===== config.mk =====
export PLATFORM = sky130hd
export DESIGN_NAME = r2r_dac_player_flat
export DESIGN_NICKNAME = d
export VERILOG_FILES = /design/src/rtl/r2r_dac_pkg.sv /design/src/rtl/r2r_dac_player_if.sv /design/src/rtl/r2r_dac_player_sync_fifo.sv /design/src/rtl/r2r_dac_player.sv /design/src/flat_wrapper.sv
export SDC_FILE = /design/constraint.sdc
export NUM_CORES = 1
export LEC_CHECK = 0
export CAP_MARGIN = 20
export CORE_MARGIN = 1.5
export CORE_UTILIZATION = 30
export CTS_CLUSTER_DIAMETER = 100
export CTS_CLUSTER_SIZE = 25
export DETAILED_ROUTE_END_ITERATION = 12
export MAX_ROUTING_LAYER = met4
export REMOVE_ABC_BUFFERS = 1
export SLEW_MARGIN = 40
export SYNTH_ARGS = -nofsm -noshare
export SYNTH_HDL_FRONTEND = slang
export SYNTH_SLANG_ARGS = --single-unit

===== constraint.sdc =====
create_clock -name clk -period 5.18 [get_ports clk]
set_input_delay 0.518 -clock clk [delete_from_list [all_inputs] [get_ports clk]]
set_output_delay 0.518 -clock clk [all_outputs]
set_load 0.02 [all_outputs]

===== src/rtl/r2r_dac_pkg.sv =====
// r2r_dac_pkg -- shared types and constants for the R2R ladder sample player.
//   dac_state_e       : playback controller states (IDLE, PRIME, RUN)
//   MID_CODE_DEFAULT  : ladder code that parks the output at mid-scale
//   SAMPLE_W          : width of one ladder sample
package r2r_dac_pkg;

   typedef enum logic [1:0] {
      ST_IDLE  = 2'd0,
      ST_PRIME = 2'd1,
      ST_RUN   = 2'd2
   } dac_state_e;

   localparam logic [7:0] MID_CODE_DEFAULT = 8'h80;
   localparam int         SAMPLE_W         = 8;

endpackage


===== src/rtl/r2r_dac_player_if.sv =====
// r2r_dac_player_if -- upstream sample stream into the player.
//   s_valid : sample on s_data is valid (source -> player)
//   s_data  : unsigned 8-bit sample     (source -> player)
//   s_ready : player can take a sample  (player -> source)
// Modports: master = sample source, slave = player.
interface r2r_dac_player_if;
   import r2r_dac_pkg::*;

   logic                s_valid;
   logic [SAMPLE_W-1:0] s_data;
   logic                s_ready;

   modport master (output s_valid, output s_data, input s_ready);
   modport slave  (input s_valid, input s_data, output s_ready);

endinterface


===== src/rtl/r2r_dac_player_sync_fifo.sv =====
// sync_fifo -- single-clock FIFO with show-ahead read data.
//   clk, reset        : clock, synchronous active-high reset (empties FIFO)
//   wr_en, wr_data    : push request (ignored while full)
//   rd_en, rd_data    : pop request (ignored while empty); rd_data is the head
//   full, empty       : status, from pointers carrying one extra wrap bit
//   count             : occupancy, 0..DEPTH
module sync_fifo #(
   parameter int WIDTH = 8,
   parameter int DEPTH = 16,
   localparam int AW   = $clog2(DEPTH)
) (
   input  logic             clk,
   input  logic             reset,
   input  logic             wr_en,
   input  logic [WIDTH-1:0] wr_data,
   input  logic             rd_en,
   output logic [WIDTH-1:0] rd_data,
   output logic             full,
   output logic             empty,
   output logic [AW:0]      count
);

   logic [WIDTH-1:0] mem_r [DEPTH];
   logic [AW:0]      wr_ptr_r;
   logic [AW:0]      rd_ptr_r;
   logic             push_s;
   logic             pop_s;

   // The extra MSB tells a full buffer (MSBs differ) from an empty one (equal).
   assign empty   = (wr_ptr_r == rd_ptr_r);
   assign full    = (wr_ptr_r[AW] != rd_ptr_r[AW]) &&
                    (wr_ptr_r[AW-1:0] == rd_ptr_r[AW-1:0]);
   assign count   = wr_ptr_r - rd_ptr_r;
   assign rd_data = mem_r[rd_ptr_r[AW-1:0]];
   assign push_s  = wr_en && !full;
   assign pop_s   = rd_en && !empty;

   // Pointer update; both pointers wrap naturally modulo 2*DEPTH.
   always_ff @(posedge clk) begin
      if (reset) begin
         wr_ptr_r <= '0;
         rd_ptr_r <= '0;
      end else begin
         if (push_s) wr_ptr_r <= wr_ptr_r + (AW+1)'(1);
         if (pop_s)  rd_ptr_r <= rd_ptr_r + (AW+1)'(1);
      end
   end

   // Storage write; contents need no reset because pointers define validity.
   always_ff @(posedge clk) begin
      if (push_s) mem_r[wr_ptr_r[AW-1:0]] <= wr_data;
   end

endmodule


===== src/rtl/r2r_dac_player.sv =====
// r2r_dac_player -- buffers upstream samples and replays them onto an 8-bit
// R2R ladder at a programmable rate.
//   clk, reset     : clock, synchronous active-high reset
//   dac_en         : playback enable
//   rate_div       : sample period minus one, in clk cycles (latched on PRIME->RUN)
//   s_if (slave)   : s_valid / s_data / s_ready sample stream
//   R2R_outputs    : registered ladder code (MID_CODE when idle)
//   sample_strobe  : one-cycle pulse in the cycle R2R_outputs takes a new sample
//   underrun       : one-cycle pulse after a sample tick found the buffer empty
//   underrun_count : saturating underrun total, only when R2R_DAC_UNDERRUN_COUNT_EN
//                    is defined
module r2r_dac_player
   import r2r_dac_pkg::*;
#(
   parameter int         FIFO_DEPTH = 16,
   parameter logic [7:0] MID_CODE   = MID_CODE_DEFAULT
) (
   input  logic        clk,
   input  logic        reset,
   input  logic        dac_en,
   input  logic [15:0] rate_div,
   r2r_dac_player_if.slave s_if,
   output logic [7:0]  R2R_outputs,
   output logic        sample_strobe,
   output logic        underrun
`ifdef R2R_DAC_UNDERRUN_COUNT_EN
   ,
   output logic [15:0] underrun_count
`endif
);

   localparam int CNT_W = $clog2(FIFO_DEPTH) + 1;

   dac_state_e          state_r;
   dac_state_e          state_next_s;
   logic [15:0]         divider_r;
   logic [15:0]         rate_lat_r;
   logic                tick_s;
   logic                wr_en_s;
   logic                rd_en_s;
   logic                fifo_full_s;
   logic                fifo_empty_s;
   logic [CNT_W-1:0]    fifo_count_s;
   logic [SAMPLE_W-1:0] fifo_head_s;

   assign s_if.s_ready = !fifo_full_s;
   assign wr_en_s      = s_if.s_valid && !fifo_full_s;
   // A write landing in the tick cycle is not visible yet, so an empty FIFO underruns.
   assign rd_en_s      = tick_s && !fifo_empty_s;

   sync_fifo #(
      .WIDTH (SAMPLE_W),
      .DEPTH (FIFO_DEPTH)
   ) u_fifo (
      .clk     (clk),
      .reset   (reset),
      .wr_en   (wr_en_s),
      .wr_data (s_if.s_data),
      .rd_en   (rd_en_s),
      .rd_data (fifo_head_s),
      .full    (fifo_full_s),
      .empty   (fifo_empty_s),
      .count   (fifo_count_s)
   );

   // Controller state register.
   always_ff @(posedge clk) begin
      if (reset) state_r <= ST_IDLE;
      else       state_r <= state_next_s;
   end

   // Next-state and sample tick; dropping dac_en wins over every other event.
   always_comb begin
      state_next_s = state_r;
      tick_s       = 1'b0;
      case (state_r)
         ST_IDLE: begin
            if (dac_en) state_next_s = ST_PRIME;
            else        state_next_s = ST_IDLE;
         end
         ST_PRIME: begin
            if (!dac_en)                                        state_next_s = ST_IDLE;
            else if (fifo_count_s >= CNT_W'(FIFO_DEPTH / 2))    state_next_s = ST_RUN;
            else                                                state_next_s = ST_PRIME;
         end
         ST_RUN: begin
            if (!dac_en) begin
               state_next_s = ST_IDLE;
            end else begin
               state_next_s = ST_RUN;
               tick_s       = (divider_r == rate_lat_r);
            end
         end
         default: begin
            state_next_s = ST_IDLE;
         end
      endcase
   end

   // Rate divider and playback outputs.
   always_ff @(posedge clk) begin
      if (reset) begin
         divider_r     <= 16'd0;
         rate_lat_r    <= 16'd0;
         R2R_outputs   <= MID_CODE;
         sample_strobe <= 1'b0;
         underrun      <= 1'b0;
      end else begin
         sample_strobe <= rd_en_s;
         underrun      <= tick_s && fifo_empty_s;
         // Divider only counts while staying in RUN, so RUN always starts from 0.
         if (state_r == ST_RUN && state_next_s == ST_RUN)
            divider_r <= tick_s ? 16'd0 : divider_r + 16'd1;
         else
            divider_r <= 16'd0;
         if (state_r == ST_PRIME && state_next_s == ST_RUN)
            rate_lat_r <= rate_div;
         if (state_next_s == ST_IDLE)
            R2R_outputs <= MID_CODE;
         else if (rd_en_s)
            R2R_outputs <= fifo_head_s;
      end
   end

`ifdef R2R_DAC_UNDERRUN_COUNT_EN
   // Saturating underrun counter, cleared only by reset.
   always_ff @(posedge clk) begin
      if (reset)
         underrun_count <= 16'd0;
      else if (tick_s && fifo_empty_s && underrun_count != 16'hFFFF)
         underrun_count <= underrun_count + 16'd1;
   end
`endif

endmodule


===== src/flat_wrapper.sv =====
// flat-port wrapper written by rule: the top's interface ports become plain ports
module r2r_dac_player_flat import r2r_dac_pkg::*;
#(
   parameter int         FIFO_DEPTH = 16,
   parameter logic [7:0] MID_CODE   = MID_CODE_DEFAULT
)
  (clk, reset, dac_en, rate_div, R2R_outputs, sample_strobe, underrun, s_if_s_valid, s_if_s_data, s_if_s_ready);
  r2r_dac_player_if s_if_i ();
  input  logic clk;
  input  logic reset;
  input  logic dac_en;
  input  logic [15:0] rate_div;
  output logic [7:0] R2R_outputs;
  output logic sample_strobe;
  output logic underrun;
  input wire logic [$bits(s_if_i.s_valid)-1:0] s_if_s_valid;
  input wire logic [$bits(s_if_i.s_data)-1:0] s_if_s_data;
  output wire logic [$bits(s_if_i.s_ready)-1:0] s_if_s_ready;
  assign s_if_i.s_valid = s_if_s_valid;
  assign s_if_i.s_data = s_if_s_data;
  assign s_if_s_ready = s_if_i.s_ready;
  r2r_dac_player #(.FIFO_DEPTH(FIFO_DEPTH), .MID_CODE(MID_CODE)) u_core (.clk(clk), .reset(reset), .dac_en(dac_en), .rate_div(rate_div), .s_if(s_if_i), .R2R_outputs(R2R_outputs), .sample_strobe(sample_strobe), .underrun(underrun));
endmodule

==> results.toml <==
[hold_path]
hold_path.class = "flip-flop to flip-flop"

[final_layout]
areaGrowthSynthToFinish_pct = 16.7
drive_above_1_share_pct = 11.8
diodes = 0
nNetsFinal = 627
fill_cells = 2375
final_common_cell = "edfxtp_1"
layout_common_cells = "edfxtp_1, dfxtp_1, mux2i_1, nor2_1"

[sta]
setup_viol = 0
hold_violations = 0
clock_skew_ns = 0.0150
fmax_mhz = 305
slew_violations = 0
layout_setup_ws_ns = 1.90
slew_headroom_pct = 44.3
period_share_pct = 63.4
worst_slew_pin_slew_ns = 0.832
rsz0062_at_grt = "false"
period_needed_ns = 3.28
setup_tns_ns = 0

[critical_path]
max_stage_delay_ns = 0.63
crit_arrival_ns = 2.77
crit_chain = "clkinv_1 > ha_1 > and4_1 > nand2_1 > clkdlybuf4s50_1"
crit_required_ns = 4.66
cp-end-kind = "output pin"
crit_family = "buffers and inverters"
worst-setup-path-type = "flip-flop to output pin"
critical_path.slowest_cell = "clkdlybuf4s50_1"
cp-start-kind = "flip-flop"
path_max_fanout = 14
cp.buffers_inverters = 2

[clocking]
cts_resized = 0
cts.path.max_buffers = 2
cts_setup_buffers = 0
numCtsBuffers = 17
cts_tree = "built"
postCtsHoldBufs = 0
clk-insertion-delay-late_ns = 0.44
cts.sinks = 182
clk_pin_slew_ns = 0.07
htree_levels = 4
root_buffer = "clkbuf_16"

[floorplanning]
top_level_ports = 39
dieWidth_um = 163
core_um2 = 25200
die-area_um2 = 26600
core.rowCount = 58
die_h_um = 163
start_util_pct = 30.5

[route]
vias_per_cell = 4.75
drt_iter0_markers = 357
routed_wl_um = 16000
routedWlPerCell_um = 17.2
first_pass_iters = 4
ant_nets = 0
vias = 4424
drc_errors = 0

[yosys]
synth_edf_count = 128
yosysSeqAreaShare_pct = 64.1
synth_cell_types = 47
synth_cells = 550
avgSynthCellArea_um2 = 14.0
synthesis.area_um2 = 7680
yosys_warnings = 0
synthArstFlopShare_pct = 0
synthFlopType = "edfxtp_1"
ys_ff_latch = 182

[outcome]
outcome = "finished, final reports clean"

[placed_design]
gp_congestion = 0.918
place_hpwl_um = 11300
dp_slack_ns = 1.69
io_buffers = 38

[power_and_ir_drop]
p_leak_nw = 2.93
cellPowerDensity_nw_per_um2 = 325
power_w = 0.00291
ir_drop_mv = 0.183

[global_route]
grt_first_pass_wirelength_um = 25100
grt_usage_pct = 13.2
grt_pass1_vias = 4505
grt_max_degree = 49
grt_overflow = 0
antenna_found_initial = 0

[run]
cap_violations = 0
power by group:
part / internal (W) / switching (W)
sequential: 0.00157 / 0.00000864
clock: 0.000633 / 0.000585
combinational: 0.0000465 / 0.0000674
total: 0.00225 / 0.000661
path summary, 6_finish.rpt:
path,start,to,slack (ns),cells past startpoint
setup / recovery,u_core.u_fifo.rd_ptr_r[3]$_SDFFE_PP0P_,s_if_s_ready,1.90,5
hold / removal,u_core.R2R_outputs[5]$_SDFFE_PP0P_,u_core.R2R_outputs[5]$_SDFFE_PP0P_,0.47,2
setup reg to reg,u_core.u_fifo.rd_ptr_r[3]$_SDFFE_PP0P_,u_core.u_fifo.mem_r[15][4]$_DFFE_PP_,1.92,6
hold reg to reg,u_core.R2R_outputs[5]$_SDFFE_PP0P_,u_core.R2R_outputs[5]$_SDFFE_PP0P_,0.47,2
registers in the layout, indices dropped and copies added (netlist names):
register                flops
u_core.R2R_outputs          8
u_core.u_fifo.mem_r       128
u_core.u_fifo.wr_ptr_r      5
u_core.underrun             1
u_core.u_fifo.rd_ptr_r      5
u_core.state_r              2
u_core.rate_lat_r          16
u_core.divider_r           16
u_core.sample_strobe        1
cell type report:
class	count	area [um^2]	share of cell area (%)
Timing Repair Buffer	41	403	4.49
Clock inverter	15	139	1.55
Tap cell	330	413	4.61
Multi-Input combinational cell	336	2620	29.2
Sequential cell	182	4930	55.0
Inverter	10	37.5	0.419
Clock buffer	17	425	4.74
cells in the mapped netlist (2+ instances only):
master / number / area share, %
a211o_1: 2 / 0.23
a21oi_1: 7 / 0.46
a221oi_1: 6 / 0.68
a22o_1: 6 / 0.68
a22oi_1: 4 / 0.39
and3_1: 6 / 0.49
and3_2: 2 / 0.20
and4_1: 3 / 0.34
buf_1: 2 / 0.098
buf_2: 5 / 0.33
buf_4: 4 / 0.39
buf_6: 3 / 0.44
clkbuf_1: 8 / 0.39
dfxtp_1: 54 / 14
edfxtp_1: 128 / 50
ha_1: 10 / 1.6
inv_1: 9 / 0.44
mux2_2: 3 / 0.44
mux2i_1: 49 / 6.4
mux4_2: 16 / 4.7
nand2_1: 38 / 1.9
nand2b_1: 37 / 3.0
nand3_1: 11 / 0.72
nand4_1: 5 / 0.41
nor2_1: 46 / 2.2
nor2b_1: 2 / 0.16
nor3_1: 8 / 0.52
nor3b_1: 4 / 0.39
nor4_4: 2 / 0.55
o211ai_1: 2 / 0.20
o21ai_0: 11 / 0.72
o22ai_1: 7 / 0.57
or3_1: 3 / 0.24
xnor2_1: 8 / 0.91
xor2_1: 27 / 3.1
kinds of logic after synthesis:
logic type	Yosys count	synth area share, %
XOR/XNOR	35	3.99
flip-flops	182	64.1
buffers and inverters	32	2.13
adder cells (fa/ha/maj)	11	1.89
AND/OR/NAND/NOR	173	11.8
multiplexers	68	11.5
AO/OA/AOI/OAI	49	4.56
worst register-to-register path, stage by stage (launching register included):
cell	delay [ns]
dfxtp_1	0.58
clkinv_1	0.36
ha_1	0.43
and4_1	0.25
a21boi_2	0.34
nand2_1	0.31
nor2_1	0.63
through the flow:
stage | instance area [um^2] | hold slack, ns | instances | utilization (%)
after global placement | 8380 | 0.467 | 899 | 33.3
after global routing | 8970 | 0.498 | 931 | 35.6
after detailed placement | 8390 | 0.468 | 899 | 33.3
after floorplan | 7560 | 0.447 | 528 | -
after CTS | 8960 | 0.477 | 931 | 35.6
final | 8970 | 0.467 | 931 | 35.6
metal layers:
metal	wire [um]	part of all wire (%)	vias up	GRT usage, %
met1	6990	44	2219	15.5
met2	8260	52	89	22.0
met5	0	0	-	-
met4	214	1.3	0	5.46
li1	-	-	2103	-
met3	541	3.4	13	2.54
Power figures use the tool's default switching activity.
